==> config.mk <==
export PLATFORM = sky130hd
export DESIGN_NAME = mux_sel_arbiter
export DESIGN_NICKNAME = d
export VERILOG_FILES = /design/src/rtl/mux_arb_pkg.sv /design/src/rtl/mux_sel_arbiter_rr_pick.sv /design/src/rtl/mux_sel_arbiter.sv
export SDC_FILE = /design/constraint.sdc
export NUM_CORES = 1
export LEC_CHECK = 0
export CAP_MARGIN = 5
export CORE_AREA = 2 2 62 76
export CTS_CLUSTER_SIZE = 10
export DETAILED_ROUTE_END_ITERATION = 10
export DIE_AREA = 0 0 64 78
export PLACE_DENSITY = 0.65
export SETUP_SLACK_MARGIN = 0.02
export SYNTH_ARGS = -nofsm -noshare
export SYNTH_HDL_FRONTEND = slang
export SYNTH_HIERARCHICAL = 1
export SYNTH_SLANG_ARGS = --single-unit
==> constraint.sdc <==
create_clock -name clk -period 5 [get_ports clk]
set_input_delay 1 -clock clk [delete_from_list [all_inputs] [get_ports clk]]
set_output_delay 1 -clock clk [all_outputs]
set_load 0.05 [all_outputs]
==> src/rtl/mux_arb_pkg.sv <==
// Shared constants, state type and helpers for the
// round-robin select-mux arbiter.
package mux_arb_pkg;

    localparam int unsigned NREQ  = 8;
    localparam int unsigned SEL_W = 3;

    typedef enum logic [0:0] {
        IDLE  = 1'b0,
        GRANT = 1'b1
    } state_t;

    function automatic logic [NREQ-1:0] onehot(
        input logic [SEL_W-1:0] idx
    );
        logic [NREQ-1:0] v;
        v      = '0;
        v[idx] = 1'b1;
        return v;
    endfunction

endpackage

==> src/rtl/mux_sel_arbiter_rr_pick.sv <==
// Combinational round-robin winner search starting
// one past the last owner and wrapping modulo 8.
module rr_pick
    import mux_arb_pkg::*;
(
    input  logic [NREQ-1:0]  req,
    input  logic [SEL_W-1:0] last,
    output logic [SEL_W-1:0] win,
    output logic             any
);

    // First requester after 'last' in circular order wins.
    always_comb begin
        logic [SEL_W-1:0] idx;
        win = '0;
        any = 1'b0;
        idx = '0;
        for (int i = 1; i <= NREQ; i++) begin
            idx = last + SEL_W'(i);
            if (!any && req[idx]) begin
                any = 1'b1;
                win = idx;
            end
        end
    end

endmodule

==> src/rtl/mux_sel_arbiter.sv <==
// Round-robin owner of the 8:1 select mux with a bounded
// ownership window; grant and select are registered.
module mux_sel_arbiter
    import mux_arb_pkg::*;
#(
    parameter int unsigned MAX_HOLD = 4
) (
    input  logic             clk,
    input  logic             rst_n,
    input  logic [NREQ-1:0]  req,
    output logic [NREQ-1:0]  gnt,
    output logic [SEL_W-1:0] pos,
    output logic             busy,
    output logic [2:0]       hold_cnt
);

    if (MAX_HOLD > 7) begin : g_bad_hold
        $error("MAX_HOLD must not exceed 7");
    end

    localparam logic [2:0] MAXH = MAX_HOLD[2:0];

    state_t           state_q, state_d;
    logic [SEL_W-1:0] last_q, last_d;
    logic [NREQ-1:0]  gnt_q, gnt_d;
    logic [SEL_W-1:0] pos_q, pos_d;
    logic [2:0]       hold_q, hold_d;

    logic [SEL_W-1:0] ptr;
    logic [SEL_W-1:0] win;
    logic             any;
    logic             can_hold;

    // While granted, the search starts after the current owner
    // so a release re-arbitrates on the same edge.
    assign ptr = (state_q == GRANT) ? pos_q : last_q;

    rr_pick u_pick (
        .req  (req),
        .last (ptr),
        .win  (win),
        .any  (any)
    );

    assign can_hold = req[pos_q] &&
                      ((MAX_HOLD == 0) || (hold_q < MAXH));

    // Next-state: grant, hold, hand over or fall idle.
    always_comb begin
        state_d = state_q;
        last_d  = last_q;
        gnt_d   = gnt_q;
        pos_d   = pos_q;
        hold_d  = hold_q;
        unique case (state_q)
            IDLE: begin
                if (any) begin
                    gnt_d   = onehot(win);
                    pos_d   = win;
                    hold_d  = 3'd1;
                    state_d = GRANT;
                end
            end
            GRANT: begin
                if (can_hold) begin
                    if (hold_q != 3'd7) hold_d = hold_q + 3'd1;
                end else begin
                    last_d = pos_q;
                    if (any) begin
                        gnt_d  = onehot(win);
                        pos_d  = win;
                        hold_d = 3'd1;
                    end else begin
                        gnt_d   = '0;
                        hold_d  = 3'd0;
                        state_d = IDLE;
                    end
                end
            end
            default: state_d = IDLE;
        endcase
    end

    // State and output registers, synchronous active-low reset.
    always_ff @(posedge clk) begin
        if (!rst_n) begin
            state_q <= IDLE;
            last_q  <= 3'd7;
            gnt_q   <= '0;
            pos_q   <= '0;
            hold_q  <= '0;
        end else begin
            state_q <= state_d;
            last_q  <= last_d;
            gnt_q   <= gnt_d;
            pos_q   <= pos_d;
            hold_q  <= hold_d;
        end
    end

    assign gnt      = gnt_q;
    assign pos      = pos_q;
    assign busy     = |gnt_q;
    assign hold_cnt = hold_q;

endmodule

==> reports/qor.yml, run 1 <==
status: "finished, final reports clean"
finalCritPeriodShare_pct: 79.4
synth_edf_count: 0
clk_transition_reported_paths_ns: 0.07
drv_cap: 0
yosys.area_share.simple_pct: 19.1
final_cell_area_mm2: 0.00218
synth_ff_type: "dfxtp_1"
io_pins: 25
critPathCaptureType: "register"
die_y_um: 78
rows: 26
rsz0062_at_grt: "no"
dp_hpwl_um: 3300
r2r_setup_slack_ns: 1.03
routed_wl_um: 4430
hold_viol: 0
wl_per_cell_um: 15.7
grt_pass1_wl_um: 7550
track_usage_pct: 18.6
viasPerCell: 5.91
vias: 1668
start_util_pct: 44.2
die_w_um: 64
synth-compound-area-share_pct: 23.2
root_buffer: "clkbuf_8"
crit_required_ns: 5.18
syn2layout_area_growth_pct: 17.4
cts_buffers: 3
worst_slew_pin_slew_ns: 0.750
peakVddDrop_v: 0.000507
final_common_cell: "nand2_1"
synthesis.nets: 219
port_buffers: 24
synth_top_family_by_area: "multiplexers"
synth.area.mux_share_pct: 29.0
grt_start_max_net_pins: 25
detail-route-antenna-nets: 0
async_flop_share_pct: 0
placed_cell_area_mm2: 0.00212
seq_area_frac_synth_pct: 19.4
syn_inst: 206
synth_xor_area_share_pct: 1.42
syn_avg_cell_area_um2: 9.01
endpoint: "gnt[0]"
ys_warn_count: 6
crit_path_start: "state_q"
grt_pass1_vias: 1581
antenna_found_initial: 0
drc: 0
cts_setup_buffers: 0
fmax_mhz: 252
ys_seq_elements: 18
dr.pass1.iters: 4
min_period_ns: 3.97
cts_resized: 0
clock-sinks: 18
drive_gt1_share_pct: 16.8
cts_max_level: 1
drv_slew: 0
core_mm2: 0.00420
synthAdderAreaFrac_pct: 2.02
clock_latency_ns: 0.25
r2r-end: "gnt[0]"
cp.arrival_ns: 4.15
relSlewSlack_pct: 49.8
cts_tree: "done"
rr_startpoint: "state_q"
holdBufCountCts: 0
finalClockSkew_ns: 0.00264
final_cell_mix: "31 x nand2_1, 24 x clkdlybuf4s50_1, 18 x dfxtp_1"
diodes: 0
final_util_pct: 51.9
clockBufferDepth: 2
final-setup-viol-count: 0
dieArea_mm2: 0.00499
synth.cell_area_mm2: 0.00186
routabilityCongestion: 0.820
fillers: 380
fin_setup_tns_ns: 0
critPathKind: "reg -> reg"
num-nets-final: 240
power.leakage_nw: 0.787
power.density_mw_per_mm2: 671
hold_depth: 2
r2r_cells: 12
drt-initial-drc-count: 146
min_path_type: "reg -> reg"
startpoint_type: "register"
synth_cell_types: 54
crit_fanout: 15
gr-total-overflow: 0
stage by stage:
step                total power (W)  cells  hold slack, ns  setup WS [ns]
floorplan                   0.00110    206           0.465          0.811
global route                0.00157    282           0.514          0.727
detailed placement          0.00134    278           0.482          0.967
finish                      0.00146    282           0.489           1.03
CTS                         0.00146    282           0.494           1.05
global placement            0.00135    278           0.473          0.975
metal layers:
metal | wire, um | vias up | global-route usage (%) | share of wire [%]
met2 | 2180 | 28 | 30.8 | 49
met1 | 2030 | 795 | 24.4 | 46
li1 | - | 836 | - | -
met4 | 96 | 0 | 7.83 | 2.2
met3 | 122 | 9 | 1.88 | 2.8
met5 | 0 | - | 0 | 0
layout make-up:
type	instances	area [um^2]	share of cell area [%]
multi-input cells	166	1390	63.6
well taps	56	70.1	3.21
flip-flops and latches	18	360	16.5
repair buffers	28	270	12.4
clock buffers	4	55.1	2.53
inverters	10	37.5	1.72
worst max-delay path, stage by stage (launching register included):
cell and delay [ns]:
dfxtp_1 0.50, nand2_1 0.09, o21ai_1 0.10, inv_1 0.13, ha_1 0.70, mux2_1 0.40
mux4_2 0.53, and4bb_2 0.37, nand4_1 0.09, a32oi_1 0.20, a31oi_1 0.11, or3b_2 0.52
o22ai_1 0.15
flip-flops by register name, indices dropped and copies added (netlist names):
name      cells
last_q        3
state_q       1
hold_cnt      3
pos           3
gnt           8
synth_stat cells, types with 2 or more instances:
master / count / share of area (%)
inv_1: 10 / 2.0
a31oi_1: 4 / 1.3
dfxtp_1: 18 / 19
ha_1: 3 / 2.0
a221oi_2: 2 / 1.6
nor2_1: 5 / 1.0
a21oi_1: 3 / 0.81
o211ai_1: 4 / 1.6
buf_6: 2 / 1.2
a21boi_0: 2 / 0.81
a21o_1: 2 / 0.81
nand2_1: 31 / 6.3
nor4_1: 3 / 1.0
or3_1: 3 / 1.0
o221ai_1: 2 / 0.94
o21ai_0: 8 / 2.2
mux4_2: 14 / 17
o211ai_2: 3 / 2.0
xnor2_1: 3 / 1.4
mux2i_1: 13 / 7.0
clkbuf_1: 4 / 0.81
o31a_1: 2 / 0.94
and2_1: 3 / 1.0
buf_2: 4 / 1.1
nand3_1: 6 / 1.6
nor2b_1: 7 / 2.4
buf_4: 2 / 0.81
o22ai_1: 8 / 2.7
a32oi_1: 2 / 0.94
a211oi_1: 2 / 0.81
nand2b_1: 3 / 1.0
mux2_1: 4 / 2.4
mux2_2: 3 / 1.8
power by group:
group	switching, W	internal (W)
combinational	0.000665	0.000452
sequential	0.0000374	0.000190
clock	0.0000475	0.0000699
worst min-delay path by stage:
stage | slack, ns | startpoint | to
3_5_place_dp | 0.48 | gnt[6] | gnt[6]
5_1_grt | 0.51 | gnt[1] | gnt[1]
2_1_floorplan | 0.46 | last_q[0] | last_q[0]
6_report | 0.49 | gnt[5] | gnt[5]
4_1_cts | 0.49 | gnt[5] | gnt[5]
3_3_place_gp | 0.47 | gnt[5] | gnt[5]
cell families after synthesis:
family | count (synthesis)
AOI/OAI and AO/OA | 55
xor gates and xnor gates | 3
adders and majority gates | 3
buffers and inverters | 22
DFF | 18
muxes | 35
and+or+nand+nor | 70
No activity file was read; power rests on OpenSTA's default activity.
==> inputs of run 2 (changes only) <==
==> constraint.sdc (replaced) <==
create_clock -name clk -period 4 [get_ports clk]
set_input_delay 0.8 -clock clk [delete_from_list [all_inputs] [get_ports clk]]
set_output_delay 0.8 -clock clk [all_outputs]
set_load 0.05 [all_outputs]
==> reports/qor.yml, run 2 (synthesis results as in run 1) <==
status: "finished, final reports clean"  # unchanged
final_cell_area_mm2: 0.00225  # was 0.00218 mm^2
syn2layout_area_growth_pct: 21.0  # was 17.4%
critPathMaxStageDelay_ns: 0.52  # was 0.70 ns
vias: 1735  # was 1668
min_path_type: "reg -> reg"  # unchanged
routabilityCongestion: 0.910  # was 0.820
routed_wl_um: 4650  # was 4430 um
drc: 0  # unchanged
hold_depth: 2  # unchanged
start_util_pct: 44.2  # unchanged
grt_start_max_net_pins: 25  # unchanged
num-nets-final: 247  # was 240
diodes: 0  # unchanged
power.leakage_nw: 0.819  # was 0.787 nW
fin_ws_ns: 0.331  # was 1.03 ns
dp_hpwl_um: 3510  # was 3300 um
crit_required_ns: 4.18  # was 5.18 ns
path_cells: "nand2_1 -> o21ai_1 -> inv_1 -> ha_2 -> mux2_1 -> mux4_2 -> and4bb_2 -> nand4_1 -> a32oi_1 -> a31oi_1 -> or3b_2 -> o22ai_1"  # was nand2_1 -> o21ai_1 -> inv_1 -> ha_1 -> mux2_1 -> mux4_2 -> and4bb_2 -> nand4_1 -> a32oi_1 -> a31oi_1 -> or3b_2 -> o22ai_1
rows: 26  # unchanged
gr-total-overflow: 0  # unchanged
io_pins: 25  # unchanged
cpLargestDelayFamily: "simple AND/OR/NAND/NOR gates"  # unchanged
startpoint_type: "register"  # unchanged
drive_gt1_share_pct: 21.0  # was 16.8%
cp_num_cells: 12  # unchanged
r2r_cells: 12  # unchanged
antenna_found_initial: 0  # unchanged
cts_tree: "done"  # unchanged
peakVddDrop_v: 0.000813  # was 0.000507 V
cts_buffers: 3  # unchanged
clockBufferDepth: 2  # unchanged
fin_setup_tns_ns: 0  # unchanged
cp.arrival_ns: 3.85  # was 4.15 ns
clock-sinks: 18  # unchanged
final_cell_mix: "31 x nand2_1, 24 x clkdlybuf4s50_1, 16 x dfxtp_1"  # was 31 x nand2_1, 24 x clkdlybuf4s50_1, 18 x dfxtp_1
critPathCaptureType: "register"  # unchanged
crit_fanout: 8  # was 15
finalClockSkew_ns: 0.00352  # was 0.00264 ns
min_period_ns: 3.67  # was 3.97 ns
worst_slew_pin_slew_ns: 0.506  # was 0.750 ns
slowest_stage: "mux4_2"  # was ha_1
largest_reg_flops: 8  # unchanged
root_buffer: "clkbuf_8"  # unchanged
power.density_mw_per_mm2: 837  # was 671 mW/mm^2
finalCritPeriodShare_pct: 91.7  # was 79.4%
drv_slew: 0  # unchanged
dr.pass1.iters: 4  # unchanged
rsz0062_at_grt: "no"  # unchanged
cts_max_level: 1  # unchanged
clk_transition_reported_paths_ns: 0.07  # about the same
total_power_w: 0.00188  # was 0.00146 W
die_y_um: 78  # unchanged
port_buffers: 24  # unchanged
fmax_mhz: 273  # was 252 MHz
die_w_um: 64  # unchanged
path_buf_inv: 1  # unchanged
track_usage_pct: 20.0  # was 18.6%
final_common_cell: "nand2_1"  # unchanged
dieArea_mm2: 0.00499  # unchanged
critPathKind: "reg -> reg"  # unchanged
hold_viol: 0  # unchanged
grt_pass1_vias: 1696  # was 1581
final-setup-viol-count: 0  # unchanged
relSlewSlack_pct: 66.2  # was 49.8%
r2r_setup_slack_ns: 0.33  # was 1.03 ns
wl_per_cell_um: 16.1  # was 15.7 um
cts_setup_buffers: 0  # unchanged
viasPerCell: 6.00  # was 5.91
core_mm2: 0.00420  # unchanged
detail-route-antenna-nets: 0  # unchanged
drt-initial-drc-count: 84  # was 146
placed_cell_area_mm2: 0.00218  # was 0.00212 mm^2
drv_cap: 0  # unchanged
clock_latency_ns: 0.26  # was 0.25 ns
grt_pass1_wl_um: 8070  # was 7550 um
worst_hold_slack_ns: 0.488  # was 0.489 ns
pre_cts_ws_ns: 0.167  # was 0.967 ns
-- run 2: cell types whose count changed in the layout (fill, tap and decap cells not counted), sizes merged --
cell,before,now
buf,4,11
-- run 2: cell type report --
type	count	area, um^2
well taps	56	70.1
flip-flops and latches	18	365
inverters	10	37.5
fillers	384	1950
repair buffers	35	323
clock buffers	4	55.1
multi-input cells	166	1400
-- run 2: path summary, 6_finish.rpt --
check / start / end
worst max-delay path: state_q / gnt[0]
worst min-delay path: gnt[6] / gnt[6]
worst max register to register: state_q / gnt[0]
worst min register to register: gnt[6] / gnt[6]
-- run 2: power by group --
group | internal (W) | switching, W | total [W] | leakage (nW)
clock | 0.0000875 | 0.0000621 | 0.000150 | 0.0288
sequential | 0.000241 | 0.0000525 | 0.000293 | 0.149
combinational | 0.000595 | 0.000842 | 0.00144 | 0.642
total | 0.000924 | 0.000956 | 0.00188 | 0.819
-- run 2: timing repair --
item,in CTS,in global routing
hold buffers,0,0
gates resized for setup,0,2
endpoints found under the setup margin,0,4
-- run 2: stage by stage --
stage / util (%) / std cells
floorplan: - / 206
global placement: 52.0 / 285
detailed placement: 52.0 / 285
CTS: 53.3 / 289
global route: 53.5 / 289
finish: 53.5 / 289
-- run 2: worst reg2reg max path: stages (launching register included) --
cell	delay [ns]
dfxtp_1	0.44
nand2_1	0.08
o21ai_1	0.10
inv_1	0.14
ha_2	0.46
mux2_1	0.37
mux4_2	0.52
and4bb_2	0.37
nand4_1	0.09
a32oi_1	0.22
a31oi_1	0.12
or3b_2	0.52
o22ai_1	0.17
-- run 2: metal layers --
layer | vias to the layer above | wire length (um) | track usage (%)
met5 | - | 0 | 0
met4 | 0 | 107 | 7.83
met3 | 11 | 180 | 1.74
met2 | 54 | 2310 | 33.3
met1 | 824 | 2050 | 26.4
li1 | 846 | - | -
==> inputs of run 3 (changes only) <==
--- a/config.mk
+++ b/config.mk
@@ -6,11 +6,11 @@
 export NUM_CORES = 1
 export LEC_CHECK = 0
 export CAP_MARGIN = 5
-export CORE_AREA = 2 2 62 76
+export CORE_AREA = 2 2 66 80
 export CTS_CLUSTER_SIZE = 10
 export DETAILED_ROUTE_END_ITERATION = 10
-export DIE_AREA = 0 0 64 78
-export PLACE_DENSITY = 0.65
+export DIE_AREA = 0 0 68 82
+export PLACE_DENSITY = 0.59
 export SETUP_SLACK_MARGIN = 0.02
 export SYNTH_ARGS = -nofsm -noshare
 export SYNTH_HDL_FRONTEND = slang
==> reports/qor.yml, run 3 (synthesis results as in run 1) <==
detail-route-antenna-nets: 0  # unchanged
dr.pass1.iters: 4  # unchanged
worst_hold_slack_ns: 0.491  # was 0.488 ns
drt-initial-drc-count: 74  # was 84
finalCritPeriodShare_pct: 91.2  # was 91.7%
largest_reg_flops: 8  # unchanged
power.density_mw_per_mm2: 830  # was 837 mW/mm^2
cts_tree: "done"  # unchanged
fmax_mhz: 274  # was 273 MHz
holdBufCountCts: 0  # unchanged
final_cell_area_mm2: 0.00223  # was 0.00225 mm^2
cts_resized: 0  # unchanged
final-setup-viol-count: 0  # unchanged
worst_slew_pin_slew_ns: 0.512  # was 0.506 ns
grt_start_max_net_pins: 25  # unchanged
placed_cells: 289  # was 285
critPathCaptureType: "register"  # unchanged
vias: 1690  # was 1735
routed_wl_um: 4710  # was 4650 um
dieArea_mm2: 0.00558  # was 0.00499 mm^2
instances_no_fill: 293  # was 289
grt_pass1_vias: 1682  # was 1696
grt_pass1_wl_um: 7980  # was 8070 um
num-nets-final: 247  # unchanged
finalClockSkew_ns: 0.00290  # was 0.00352 ns
clock_latency_ns: 0.25  # was 0.26 ns
status: "finished, final reports clean"  # unchanged
clk_transition_reported_paths_ns: 0.06  # was 0.07 ns
hold_viol: 0  # unchanged
power.leakage_nw: 0.813  # was 0.819 nW
die_y_um: 82  # was 78 um
min_path_type: "reg -> reg"  # unchanged
use_met1_pct: 23.5  # was 26.4%
viasPerCell: 5.77  # was 6.00
crit_required_ns: 4.18  # about the same
dp_hpwl_um: 3610  # was 3510 um
syn2layout_area_growth_pct: 20.4  # was 21.0%
fin_setup_tns_ns: 0  # unchanged
gr-total-overflow: 0  # unchanged
drive_gt1_share_pct: 20.2  # was 21.0%
diodes: 0  # unchanged
clockBufferDepth: 2  # unchanged
antenna_found_initial: 0  # unchanged
root_buffer: "clkbuf_8"  # unchanged
cts_max_level: 1  # unchanged
drv_cap: 0  # unchanged
drc: 0  # unchanged
port_buffers: 24  # unchanged
startpoint_type: "input port"  # was register
peakVddDrop_v: 0.000893  # was 0.000813 V
use_met3_pct: 1.78  # was 1.74%
track_usage_pct: 18.5  # was 20.0%
min_period_ns: 3.65  # was 3.67 ns
cts_setup_buffers: 0  # unchanged
relSlewSlack_pct: 65.6  # was 66.2%
core_mm2: 0.00483  # was 0.00420 mm^2
io_pins: 25  # unchanged
crit_fanout: 8  # unchanged
start_util_pct: 38.4  # was 44.2%
use_met2_pct: 31.7  # was 33.3%
final_cell_mix: "31 x nand2_1, 24 x clkdlybuf4s50_1, 16 x dfxtp_1"  # unchanged
cts_buffers: 3  # unchanged
rows: 28  # was 26
clock-sinks: 18  # unchanged
final_common_cell: "nand2_1"  # unchanged
wl_per_cell_um: 16.1  # about the same
routabilityCongestion: 0.796  # was 0.910
top_usage_layer: "met2"  # unchanged
cp.arrival_ns: 3.83  # was 3.85 ns
drv_slew: 0  # unchanged
critPathKind: "in -> reg"  # was reg -> reg
placed_cell_area_mm2: 0.00219  # was 0.00218 mm^2
die_w_um: 68  # was 64 um
rsz0062_at_grt: "no"  # unchanged
==> run 3: report_power, final <==
part	switching, W	leakage [nW]	internal, W	total (W)
Sequential	0.0000543	0.149	0.000241	0.000295
Clock	0.0000572	0.0228	0.0000707	0.000128
Combinational	0.000833	0.641	0.000599	0.00143
Total	0.000944	0.813	0.000911	0.00185
==> run 3: final timing paths <==
check / slack, ns / to / cells after the start / from
worst min-delay path: 0.49 / gnt[3] / 2 / gnt[3]
worst min register to register: 0.49 / gnt[3] / 2 / gnt[3]
worst max register to register: 0.37 / gnt[0] / 12 / state_q
worst max-delay path: 0.35 / gnt[1] / 10 / req[4]
==> run 3: metal layers <==
layer	vias up	wire length, um
met4	0	97
met3	10	116
met2	27	2340
li1	845	-
met5	-	0
met1	808	2160
==> run 3: area by class of cell <==
cell class	instances	area [um^2]
fill	461	2600
multi-input combinational	166	1390
inverter	10	37.5
sequential	18	365
timing repair buffer	35	323
tap	60	75.1
clock buffer	4	45.0
==> run 3: critical path, stage by stage <==
cell and delay, ns:
clkdlybuf4s50_1 0.56, mux4_2 0.55, or3_1 0.38, and2_1 0.19
nor3_2 0.28, nand2_1 0.14, a31oi_1 0.34, nand2_1 0.12
or2_2 0.31, o22ai_1 0.15
==> run 3: metrics by stage <==
step	setup slack, ns	power [W]	utilization (%)
after global placement	0.108	0.00173	45.2
final	0.353	0.00185	46.2
after CTS	0.292	0.00186	46.2
after floorplan	0.0622	0.00138	-
after detailed placement	0.106	0.00173	45.2
after global routing	0.0987	0.00200	46.2
